`src/rtl/register_dump_reader.sv`:
```
// Streams a window of register-file words out over a valid/ready port and sums them.
// One word every 2 cycles with ready held high; first word valid 2 cycles after start; ready low stalls indefinitely.
module register_dump_reader #(
  parameter int DATA_WIDTH = 8,
  parameter int ADDR_WIDTH = 3
) (
  input  logic                  clk,
  input  logic                  reset,
  input  logic                  start,
  input  logic [ADDR_WIDTH-1:0] first_addr,
  input  logic [ADDR_WIDTH:0]   count,
  output logic [ADDR_WIDTH-1:0] rf_address,
  input  logic [DATA_WIDTH-1:0] rf_q,
  output logic                  dout_valid,
  input  logic                  dout_ready,
  output logic [DATA_WIDTH-1:0] dout_data,
  output logic [ADDR_WIDTH-1:0] dout_addr,
  output logic                  busy,
  output logic                  done,
  output logic [DATA_WIDTH-1:0] checksum
);

  typedef enum logic [1:0] {IDLE, FETCH, PRESENT, DONE} state_t;

  localparam logic [ADDR_WIDTH:0] FULL_COUNT = {1'b1, {ADDR_WIDTH{1'b0}}};
  localparam logic [ADDR_WIDTH:0] ONE_COUNT  = {{ADDR_WIDTH{1'b0}}, 1'b1};

  state_t                r_state;
  logic [ADDR_WIDTH-1:0] r_addr;
  logic [ADDR_WIDTH:0]   r_remaining;
  logic [DATA_WIDTH-1:0] r_dout_data;
  logic [ADDR_WIDTH-1:0] r_dout_addr;
  logic                  r_dout_valid;
  logic                  r_busy;
  logic                  r_done;
  logic [DATA_WIDTH-1:0] r_checksum;

  // The address counter only moves on start or a non-final handshake, so it
  // naturally keeps presenting the last fetched address while idle.
  assign rf_address = r_addr;
  assign dout_valid = r_dout_valid;
  assign dout_data  = r_dout_data;
  assign dout_addr  = r_dout_addr;
  assign busy       = r_busy;
  assign done       = r_done;
  assign checksum   = r_checksum;

  always_ff @(posedge clk or posedge reset) begin
    if (reset) begin
      r_state      <= IDLE;
      r_addr       <= '0;
      r_remaining  <= '0;
      r_dout_data  <= '0;
      r_dout_addr  <= '0;
      r_dout_valid <= 1'b0;
      r_busy       <= 1'b0;
      r_done       <= 1'b0;
      r_checksum   <= '0;
    end else begin
      case (r_state)
        IDLE: begin
          r_done <= 1'b0;
          if (start) begin
            r_addr      <= first_addr;
            r_remaining <= (count == '0) ? FULL_COUNT : count;
            r_checksum  <= '0;
            r_busy      <= 1'b1;
            r_state     <= FETCH;
          end
        end
        FETCH: begin
          r_dout_data  <= rf_q;
          r_dout_addr  <= r_addr;
          r_dout_valid <= 1'b1;
          r_state      <= PRESENT;
        end
        PRESENT: begin
          if (dout_ready) begin
            r_checksum   <= r_checksum + r_dout_data;
            r_remaining  <= r_remaining - ONE_COUNT;
            r_dout_valid <= 1'b0;
            if (r_remaining > ONE_COUNT) begin
              r_addr  <= r_addr + ADDR_WIDTH'(1);
              r_state <= FETCH;
            end else begin
              r_done  <= 1'b1;
              r_state <= DONE;
            end
          end
        end
        DONE: begin
          r_done  <= 1'b0;
          r_busy  <= 1'b0;
          r_state <= IDLE;
        end
        default: r_state <= IDLE;
      endcase
    end
  end

endmodule

```
`config.mk`:
```
export PLATFORM = sky130hd
export DESIGN_NAME = register_dump_reader
export DESIGN_NICKNAME = d
export VERILOG_FILES = /design/src/rtl/register_dump_reader.sv
export SDC_FILE = /design/constraint.sdc
export NUM_CORES = 1
export LEC_CHECK = 0
export ABC_CLOCK_PERIOD_IN_PS = 1800
export CORE_UTILIZATION = 35
export DETAILED_ROUTE_END_ITERATION = 8
export PLACE_DENSITY_LB_ADDON = 0.25
export SKIP_CTS_REPAIR_TIMING = 1
export SLEW_MARGIN = 25
export SYNTH_ARGS = -nofsm -noshare
export SYNTH_HDL_FRONTEND = slang
export SYNTH_SLANG_ARGS = --single-unit
```
`constraint.sdc`:
```
create_clock -name clk -period 1.8 [get_ports clk]
set_clock_uncertainty 0.05 [all_clocks]
set_input_delay 0.36 -clock clk [delete_from_list [all_inputs] [get_ports clk]]
set_output_delay 0.36 -clock clk [all_outputs]
set_load 0.005 [all_outputs]
```
Yosys cells after proc, flatten, opt, wreduce, memory -nomap -nowiden
Cells that the tools add are included.
Widths: inputs -> output; s select.
{"block": "word_totals", "out_inout_bits": 25, "reg_bits": 31}
{"block": "op_classes", "add_sub_neg": 3, "n_reduce_logical": 13, "magnitude_cmp": 1, "n_eq_ne": 7, "n_mux": 22}
{"op": "$mux 8", "count": 2}
{"op": "$pmux 8 s2", "count": 1}
{"op": "$mux 4", "count": 3}
{"op": "$mux 3", "count": 3}
{"op": "$add 8x8->8", "count": 1}
{"op": "$ne 2x2->1 const B", "count": 4}
{"op": "$pmux 2 s4", "count": 1}
{"op": "$pmux 4 s2", "count": 1}
{"op": "$reduce_bool 2->1", "count": 4}
{"op": "$mux 2", "count": 3}
{"op": "$pmux 1 s2", "count": 3}
{"op": "$pmux 3 s2", "count": 1}
{"op": "$reduce_and 2->1", "count": 3}
{"op": "$reduce_and 3->1", "count": 2}
{"op": "$eq 2x2->1 const B", "count": 2}
{"op": "$gt 4x1->1 const B", "count": 1}
{"op": "$logic_not 4->1", "count": 1}
{"op": "$mux 1", "count": 4}
{"op": "$reduce_and 4->1", "count": 1}
{"op": "$sub 4x1->4 const B", "count": 1}
{"op": "$add 3x1->3 const B", "count": 1}
{"op": "$eq 2x1->1 const B", "count": 1}
{"op": "$logic_not 2->1", "count": 1}
{"op": "$reduce_or 2->1", "count": 1}

Longest topological paths before layout
{"block": "logic_depth", "ltp_word": 4, "ltp_mapped": 9, "mapped_depth_nobuf": 8}

Worst setup path before layout
OpenSTA, ideal clock, no wires.
{"block": "synth_path", "path_type": "reg-to-reg", "from": "register r_dout_data[0] (netlist: dout_data[0])", "to": "register r_checksum[6] (netlist: checksum[6])", "required_time_ns": 1.629, "slack_ns": -0.240, "setup_time_ns": 0.121, "period_less_slack_ns": 2.040, "path_stages_with_launch": 9, "arrival_ns": 1.869, "cell_sequence": "dfrtp_1 ha_1 fa_1 a21o_1 a21oi_1 o21bai_1 a21oi_1 xnor2_1 a22o_1"}
{"block": "synth_between", "elab_chain_cells": 3}
{"element": "start, declared", "line": "31", "source": "logic [DATA_WIDTH-1:0] r_dout_data;"}
{"element": "start signal, assigned", "line": "72", "source": "r_dout_data <= rf_q;"}
{"element": "$add 8x8->8", "line": "79", "source": "r_checksum <= r_checksum + r_dout_data;"}
{"element": "$mux 8", "line": "78", "source": "if (dout_ready) begin"}
{"element": "$pmux 8 s2", "line": "60", "source": "case (r_state)"}
{"element": "end signal, assigned", "line": "79"}
{"element": "end, declared", "line": "36", "source": "logic [DATA_WIDTH-1:0] r_checksum;"}
No other way between the ends. The select of a mux whose other input is x is not followed.
A chain may end at the register's enable or synchronous reset.

Worst setup path after layout
{"block": "layout_path", "from": "register r_checksum[1] (netlist: checksum[1])", "to": "register r_checksum[6] (netlist: checksum[6])"}
{"block": "layout_between", "elab_chain_cells": 3}
{"element": "$add 8x8->8", "line": "79"}
{"element": "$mux 8", "line": "78"}
{"element": "$pmux 8 s2", "line": "60"}
No other way between the ends. The select of a mux whose other input is x is not followed.

==> results.toml <==
[status]
outcome = "finished with violations"
violations = "setup timing"

[power_and_ir_drop]
clkPwrFrac = 0.136
combPwrFrac = 0.611
swShare = 0.374
p_sw_mw = 1.98
pwr-share-seq = 0.253
p_per_area_nw_per_um2 = 1980
vdd_drop_max_uv = 828
p_int_mw = 3.31
p_leak_nw = 1.21

[drt]
routedWlPerCell_um = 14.5
met2WireLength_mm = 2.27
met1Wirelength_mm = 1.83
firstDrtPassIters = 4
drt-initial-drc-count = 52
routed-wl-met3_um = 177
avgViaCountPerCell = 4.84
drc = 0
antenna_left = 0
routed.top_layer = "met4"
drt_wl_total_mm = 4.36
via_count = 1457

[global_route]
grt_pass1_wl_mm = 6.90
grt_max_degree = 32
first_global_vias = 1518
grt_antenna_before_repair = 0
grt.total_usage = 0.174
gr-total-overflow = 0

[finish]
syn_to_final_growth_pct = 53.3
num-nets-final = 268
drive_gt1_frac = 0.316
stdcell_count = 301
utilization = 0.562
num_antenna_cells = 0

[flow_run]
maxCapViolCount = 0

[clocking]
numCtsBuffers = 5
clk_pin_slew_ps = 70
cts_tree = "yes"
clk_path_buf_depth = 2
clk_latency_ps = 290
clockRootBuffer = "clkbuf_8"
h-tree-depth = 2
clock-sinks = 31

[die]
die_area_um2 = 5260
core_um2 = 4750
std_cell_rows = 25
start_util = 0.366
die_x_um = 72.5
io_pins = 44
die_y_um = 72.5

[critical_path]
cp-end-kind = "register"
cp.required_ps = 1930
crit_fanout = 3
worst_setup_path_start_kind = "register"
arrival_ps = 2150
critPathKind = "reg -> reg"
rrSetupSlack_ps = -220

[sta]
max-slew-margin-rel = 0.726
fmax_ghz = 0.494
tns_ps = -403
setup_slack_ps = -223
setup_viol = 4
worst_slew_pin_slew_ps = 411
whs_ps = 400
drv_slew = 0
fin_crit_sh = 1.12
min_period_ps = 2020
rsz0062_at_grt = "yes"
hold_viol_final = 0

[placed_design]
dp.final_hpwl_mm = 3.17
dp.cells = 287
place_congestion = 0.819
post-place-ws_ps = -259
port_buffers = 43

[yosys]
synthMuxAreaShare = 0.0884
synthSimpleGateAreaFrac = 0.0754
synth_top_family_by_area = "compound AO/OA/AOI/OAI gates"
syn-cell-area_um2 = 1740
ys.flop_type = "dfrtp_1"
synthCells = 154
synthXorXnorAreaFrac = 0.0251
synth_nets = 189
synth_compound_area_frac = 0.203
synth_edf_count = 0
ys_seq_area_frac = 0.445
yosysWarnings = 0
synth_cell_type_count = 41
synthAdderAreaFrac = 0.119
ys_ff_latch = 31
synthArstFlopShare = 1.00
synth_area_per_cell_um2 = 11.3

[hold_path]
min_path_type = "in -> async"
[cell type report]
type / instances / area, um2
inverters: 12 / 47.5
multi-input cells: 107 / 958
well taps: 67 / 83.8
clock inverters: 2 / 35.0
repair buffers: 76 / 687
fillers: 431 / 2080
clock buffers: 6 / 82.6
flip-flops and latches: 31 / 776
[registers in the layout, summed over array words and instances, names as in the netlist]
register / flops
busy: 1
checksum: 8
done: 1
dout_addr: 3
dout_data: 8
dout_valid: 1
r_remaining: 4
r_state: 2
rf_address: 3
[kinds of logic after synthesis]
family / after synthesis
multiplexers: 14
AO/OA/AOI/OAI: 50
AND/OR/NAND/NOR: 22
buffers and inverters: 16
flip-flops: 31
XOR/XNOR: 5
adder cells (fa/ha/maj): 16
[power by group through the flow]
| stage | registers, mW | clock network, mW | logic, mW |
|---|---|---|---|
| after CTS | 1.33 | 0.736 | 3.00 |
| after global routing | 1.39 | 0.764 | 3.55 |
| after global placement | 1.33 | 0 | 2.86 |
| after detailed placement | 1.35 | 0 | 2.98 |
| final | 1.34 | 0.719 | 3.23 |
| after floorplan | 1.34 | 0 | 1.71 |
[worst max-delay path, stage by stage, from the launching register on]
cell and delay, ps:
dfrtp_1 440, buf_6 150, fa_2 390, a21o_1 200
a21oi_2 160, o21bai_1 110, a21oi_2 170, xnor2_1 90
a22o_1 180
[per-stage QoR]
stage	power (mW)	area (um2)
3_3_place_gp	4.19	2450
6_report	5.29	2670
5_1_grt	5.70	2670
4_1_cts	5.07	2570
2_1_floorplan	3.04	1770
3_5_place_dp	4.33	2450
[metal layers]
metal	vias up	track usage
li1	709	-
met1	695	0.211
met2	45	0.299
met3	8	0.0389
met4	0	0.0719
met5	-	0
[path summary, 6_finish.rpt]
check	from	end	cells after the start
worst max-delay path	checksum[1]$_DFFE_PP0P_	checksum[6]$_DFFE_PP0P_	8
worst min-delay path	reset	dout_data[5]$_DFFE_PP0P_	3
worst max register to register	checksum[1]$_DFFE_PP0P_	checksum[6]$_DFFE_PP0P_	8
worst min register to register	busy$_DFFE_PP0P_	busy$_DFFE_PP0P_	2
max in group asynchronous	reset	dout_addr[0]$_DFFE_PP0P_	3
min in group clk	busy$_DFFE_PP0P_	busy$_DFFE_PP0P_	2
[cells in the mapped netlist (2+ instances only)]
library cell	instances	share of area
a21o_1	2	0.0086
a21oi_1	16	0.046
a22o_1	6	0.030
a31oi_1	2	0.0072
dfrtp_1	31	0.45
ha_1	15	0.11
inv_1	9	0.019
inv_2	2	0.0043
mux2_2	11	0.071
mux2i_1	3	0.017
nand2_1	9	0.019
nand3_1	3	0.0086
nor2_1	3	0.0065
nor3_1	2	0.0057
o211ai_1	2	0.0086
o21ai_0	9	0.026
o21ai_1	2	0.0057
xnor2_1	3	0.015
xor2_1	2	0.010
[cell usage in the layout (no fill, tap or decap), types with 2 or more instances in the layout]
master,n
a21o_1,2
a21oi_1,14
a21oi_2,2
a22o_1,6
a31oi_1,2
buf_4,32
clkbuf_8,6
clkdlybuf4s50_1,41
dfrtp_1,31
dlymetal6s2s_1,2
ha_1,11
ha_4,3
inv_1,7
inv_2,4
mux2_2,11
mux2i_1,3
nand2_1,8
nand3_1,3
nor2_1,3
nor3_1,2
o211ai_1,2
o21ai_0,8
o21ai_1,3
xnor2_1,3
xor2_1,2
(Power assumes the default switching activity.)
==> RTL edit 1 (same settings) <==
Set the parameter `DATA_WIDTH` to 6 (it was 8).
--- a/src/rtl/register_dump_reader.sv
+++ b/src/rtl/register_dump_reader.sv
@@ -1,7 +1,7 @@
 // Streams a window of register-file words out over a valid/ready port and sums them.
 // One word every 2 cycles with ready held high; first word valid 2 cycles after start; ready low stalls indefinitely.
 module register_dump_reader #(
-  parameter int DATA_WIDTH = 8,
+  parameter int DATA_WIDTH = 6,
   parameter int ADDR_WIDTH = 3
 ) (
   input  logic                  clk,
Ports: changed (resized checksum, dout_data and rf_q); port bits go from 44 to 38. No check against the original RTL was run, so the function may have changed too.
==> RTL edit 1 against the unedited design <==
  * Combinational power down 24%
  * Clock power down 51%
  * Area after synthesis down 13%
  * Sequential cell count down 4
  * Final area down 18%
  * First-iteration DRC count up 25%
  * Via count down 15%
  * Power down 24%
  * Setup slack better by 290 ps
  * Wire length down 21%
  * Largest cell class unchanged
==> RTL edit 1: results (changes against the unedited design) <==
| Metric | Value |
|---|---|
| Leak | `0.935 nW (-23%)` |
| Peak VDD IR | `0.685 mV (-17%)` |
| Final weighted congestion in routability-driven placement | `0.842 (+2.8%)` |
| Unique cell type count in the Yosys netlist | `35 (-15%)` |
| Cells after synthesis | `137 (-11%)` |
| # diodes | `0 (unchanged)` |
| CTS buffer count | `3 (-2)` |
| IO Port Bufs | `37 (-14%)` |
| Vias in the first global route | `1234 (-19%)` |
| Via count | `1236 (-15%)` |
| Clock Pin Slew Worst Setup and Hold Paths | `90 ps (+20 ps)` |
| Global Route Usage Sum | `16.6% (-0.80 points)` |
| Place WS | `-128 ps (+131 ps)` |
| Worst skew pair latency | `270 ps (-20 ps)` |
| Top cell types by occurrence after synthesis | `dfrtp_1 (27), a21oi_1 (13), ha_1 (13), nand2_1 (11), mux2_2 (10)` |
| Routed wire length | `3.45 mm (-21%)` |
| Largest net degree at the start of global routing | `28 (-13%)` |
| Sequential-to-total area share from yosys stat | `44.8% (+0.24 points)` |
| Routed vias/inst | `5.04 (+4.2%)` |
| Placed cell count | `241 (-16%)` |
| H-tree depth | `1 (-1)` |
| Post-synthesis async set-or-reset flop share | `100% (unchanged)` |
| Layout Nets | `227 (-15%)` |
| Area contributors post-synth | `dfrtp_1 (45%), ha_1 (11%), mux2_2 (7.5%), a21oi_1 (4.3%), o21ai_0 (3.0%)` |
| Crit path DAT | `1850 ps (-300 ps)` |
| Post-DP HPWL | `2.53 mm (-20%)` |
| Crit-path leading delay family | `compound AO/OA/AOI/OAI gates` |
| First-pass GRT wire length | `5.69 mm (-18%)` |
| Slew @ Worst Pin | `358 ps (-52.8 ps)` |
| 1st-iter DRT viols | `65 (+25%)` |
| Layout cell share with drive strength beyond 1 | `28.2% (-3.4 points)` |
| Status | `finished clean` |
| Fill cells | `355 (-18%)` |
| Reg area | `677 µm² (-13%)` |
| Syn Nets | `168 (-11%)` |
==> RTL edit 1: changes by cell type after synthesis, sizes merged, moves of 3 or more <==
| cell | before | now |
|---|---|---|
| buf | 4 | 0 |
| dfrtp | 31 | 27 |
| a21oi | 17 | 14 |
| inv | 12 | 9 |
| nor2b | 0 | 3 |
| o21ai | 12 | 9 |
==> RTL edit 1: path summary, 6_finish.rpt <==
check,slack [ps],from,depth (start not counted),endpoint
setup / recovery,60,dout_data[3],6,checksum[5]
hold reg to reg,430,busy,2,busy
setup reg to reg,60,dout_data[3],6,checksum[5]
min in group clk,430,busy,2,busy
max in group asynchronous,1020,reset,3,r_state[1]
hold / removal,390,reset,3,dout_addr[0]
==> RTL edit 1: area by class of cell <==
type | count | share of cell area (%)
flip-flops and latches | 27 | 31.0
multi-input cells | 99 | 39.0
inverters | 9 | 1.55
well taps | 50 | 2.87
repair buffers | 56 | 23.5
clock buffers | 4 | 2.06
==> RTL edit 1: report_power, final <==
part	leakage [nW]	internal, mW	total, mW	switching [mW]
sequential	0.329	0.908	1.19	0.277
combinational	0.584	1.40	2.47	1.07
clock	0.0228	0.159	0.353	0.194
==> RTL edit 1: cell families after synthesis <==
kind of cell,synth area share (%)
compound gates,15.8
simple gates,12.8
flops,44.8
fa+ha+maj,12.1
mux,8.79
buf+inv,3.40
xor+xnor,2.32
==> RTL edit 1: worst min-delay path, stage by stage <==
cell and delay [ps]:
clkdlybuf4s50_1 400, inv_1 50, buf_4 330
==> RTL edit 1: per-layer routing <==
metal | vias up | GRT usage (%) | share of wire, %
met1 | 601 | 22.8 | 47
met5 | - | 0 | 0
li1 | 605 | - | -
met4 | 0 | 4.79 | 0.61
met2 | 28 | 27.2 | 49
met3 | 2 | 2.20 | 3.8
==> RTL edit 1: per-stage QoR <==
stage | cell area, µm² | util, %
final | 2180 | 53.8
after floorplan | 1510 | -
after CTS | 2110 | 52.1
after detailed placement | 2070 | 50.9
after global placement | 2070 | 50.9
after global routing | 2180 | 53.8
==> RTL edit 2 (same settings) <==
Without the edit above. The 4 states of `state_t` get a one-hot encoding in 4 bits.
--- a/src/rtl/register_dump_reader.sv
+++ b/src/rtl/register_dump_reader.sv
@@ -20,7 +20,7 @@
   output logic [DATA_WIDTH-1:0] checksum
 );
 
-  typedef enum logic [1:0] {IDLE, FETCH, PRESENT, DONE} state_t;
+  typedef enum logic [3:0] {IDLE = 4'b0001, FETCH = 4'b0010, PRESENT = 4'b0100, DONE = 4'b1000} state_t;
 
   localparam logic [ADDR_WIDTH:0] FULL_COUNT = {1'b1, {ADDR_WIDTH{1'b0}}};
   localparam logic [ADDR_WIDTH:0] ONE_COUNT  = {{ADDR_WIDTH{1'b0}}, 1'b1};
Check against the original RTL: no difference found for any inputs over 10 cycles, from zero or initial values and one cycle with reset high; not proved beyond that.
==> RTL edit 2 against the unedited design <==
  * Non-clock buffer count is 4 higher
  * Area after synthesis up 7.3%
  * First-iteration DRC count grew 67%
  * Final area up 6.8%
  * Critical endpoint is now checksum[7]
  * Wire length grew 1.3%
  * Sequential cell count increased by 2
  * Largest cell class unchanged
  * Setup slack better by 210 ps
  * Power is 25% lower
  * Highest routed layer unchanged
  * The flow still finishes with violations (setup timing)
==> RTL edit 2: results (changes against the unedited design) <==
| Metric | Value |
|---|---|
| Status | `complete, but fails checks` |
| Failing checks | `setup timing` |
| Worst Setup Slack, final | `-13.5 ps (+210 ps)` |
| Placed inst area | `2620 µm² (+6.7%)` |
| Layout Nets | `282 (+5.2%)` |
| Top cell types by occurrence after synthesis | `dfrtp_1 (32), nand2_1 (16), o21ai_0 (12), mux2_2 (11), ha_1 (10)` |
| Syn Nets | `201 (+6.3%)` |
| P_comb | `2.13 mW (-34%)` |
| Final setup viols | `1 (-3)` |
| Largest net degree at the start of global routing | `15 (-53%)` |
| Fill cells | `455 (+5.6%)` |
| Place WS | `-133 ps (+126 ps)` |
| 1st-iter DRT viols | `87 (+67%)` |
| Routed wire length | `4.41 mm (+1.3%)` |
| Final weighted congestion in routability-driven placement | `0.772 (-5.8%)` |
| Peak VDD IR | `0.645 mV (-22%)` |
| Crit path DAT | `1970 ps (-180 ps)` |
| Reg area | `827 µm² (+6.6%)` |
| Global Route Usage Sum | `17.4% (-0.080 points)` |
| Area contributors post-synth | `dfrtp_1 (43%), ha_1 (6.7%), mux2_2 (6.6%), o21ai_0 (3.2%), nand2_1 (3.2%)` |
| Routed vias/inst | `4.98 (+2.9%)` |
| Placed cell count | `312 (+8.7%)` |
| Setup crit start | `checksum[4]` |
| Vias in the first global route | `1541 (+1.5%)` |
| Worst hold-check path type | `input port to async pin` |
| Leak | `1.20 nW (-0.51%)` |
| Pwr Total | `3.98 mW (-25%)` |
| Crit-path max FO | `3 (unchanged)` |
| Sequential-to-total area share from yosys stat | `44.2% (-0.30 points)` |
| Final setup TNS | `-13.5 ps (+389 ps)` |
| Sw Share | `34.6% (-2.8 points)` |
| Syn Area/Cell | `10.9 µm² (-3.3%)` |
| Min Hold Slack | `282 ps (-118 ps)` |
| CP max-delay cell | `or4b_4` |
| Finished Layout Cells | `322 (+7.0%)` |
| First-pass GRT wire length | `7.24 mm (+4.9%)` |
| Relative slew slack | `76.0% (+3.4 points)` |
| Clk power | `569 µW (-21%)` |
| Post-DP HPWL | `3.21 mm (+1.4%)` |
| Reg2reg path depth | `6 (-2)` |
| CP peak stage delay | `490 ps (+50 ps)` |
| R2r endpoint | `checksum[7]` |
| Die area | `5640 µm² (+7.1%)` |
| Layout cell share with drive strength beyond 1 | `34.1% (+2.5 points)` |
| Unique cell type count in the Yosys netlist | `47 (+15%)` |
| Crit-path leading delay family | `simple AND/OR/NAND/NOR gates` |
-- RTL edit 2: cells by family after synthesis --
family | share of synthesized area [%]
multiplexers | 7.70
AND/OR/NAND/NOR | 17.1
XOR/XNOR | 2.81
buffers and inverters | 3.21
flip-flops | 44.2
AO/OA/AOI/OAI | 17.2
adder cells (fa/ha/maj) | 7.76
-- RTL edit 2: metal layers --
layer	vias up	track usage, %	share of wire [%]	wire [µm]
li1	780	-	-	-
met1	786	23.7	48	2110
met3	7	4.02	3.3	147
met4	0	5.66	1.2	51
met2	31	27.2	48	2100
met5	-	0	0	0
-- RTL edit 2: cell type report --
| cell class | count | area share [%] |
|---|---|---|
| clock buffers | 7 | 3.03 |
| flip-flops and latches | 33 | 29.0 |
| well taps | 70 | 3.07 |
| multi-input cells | 127 | 38.8 |
| repair buffers | 80 | 25.4 |
| inverters | 5 | 0.658 |
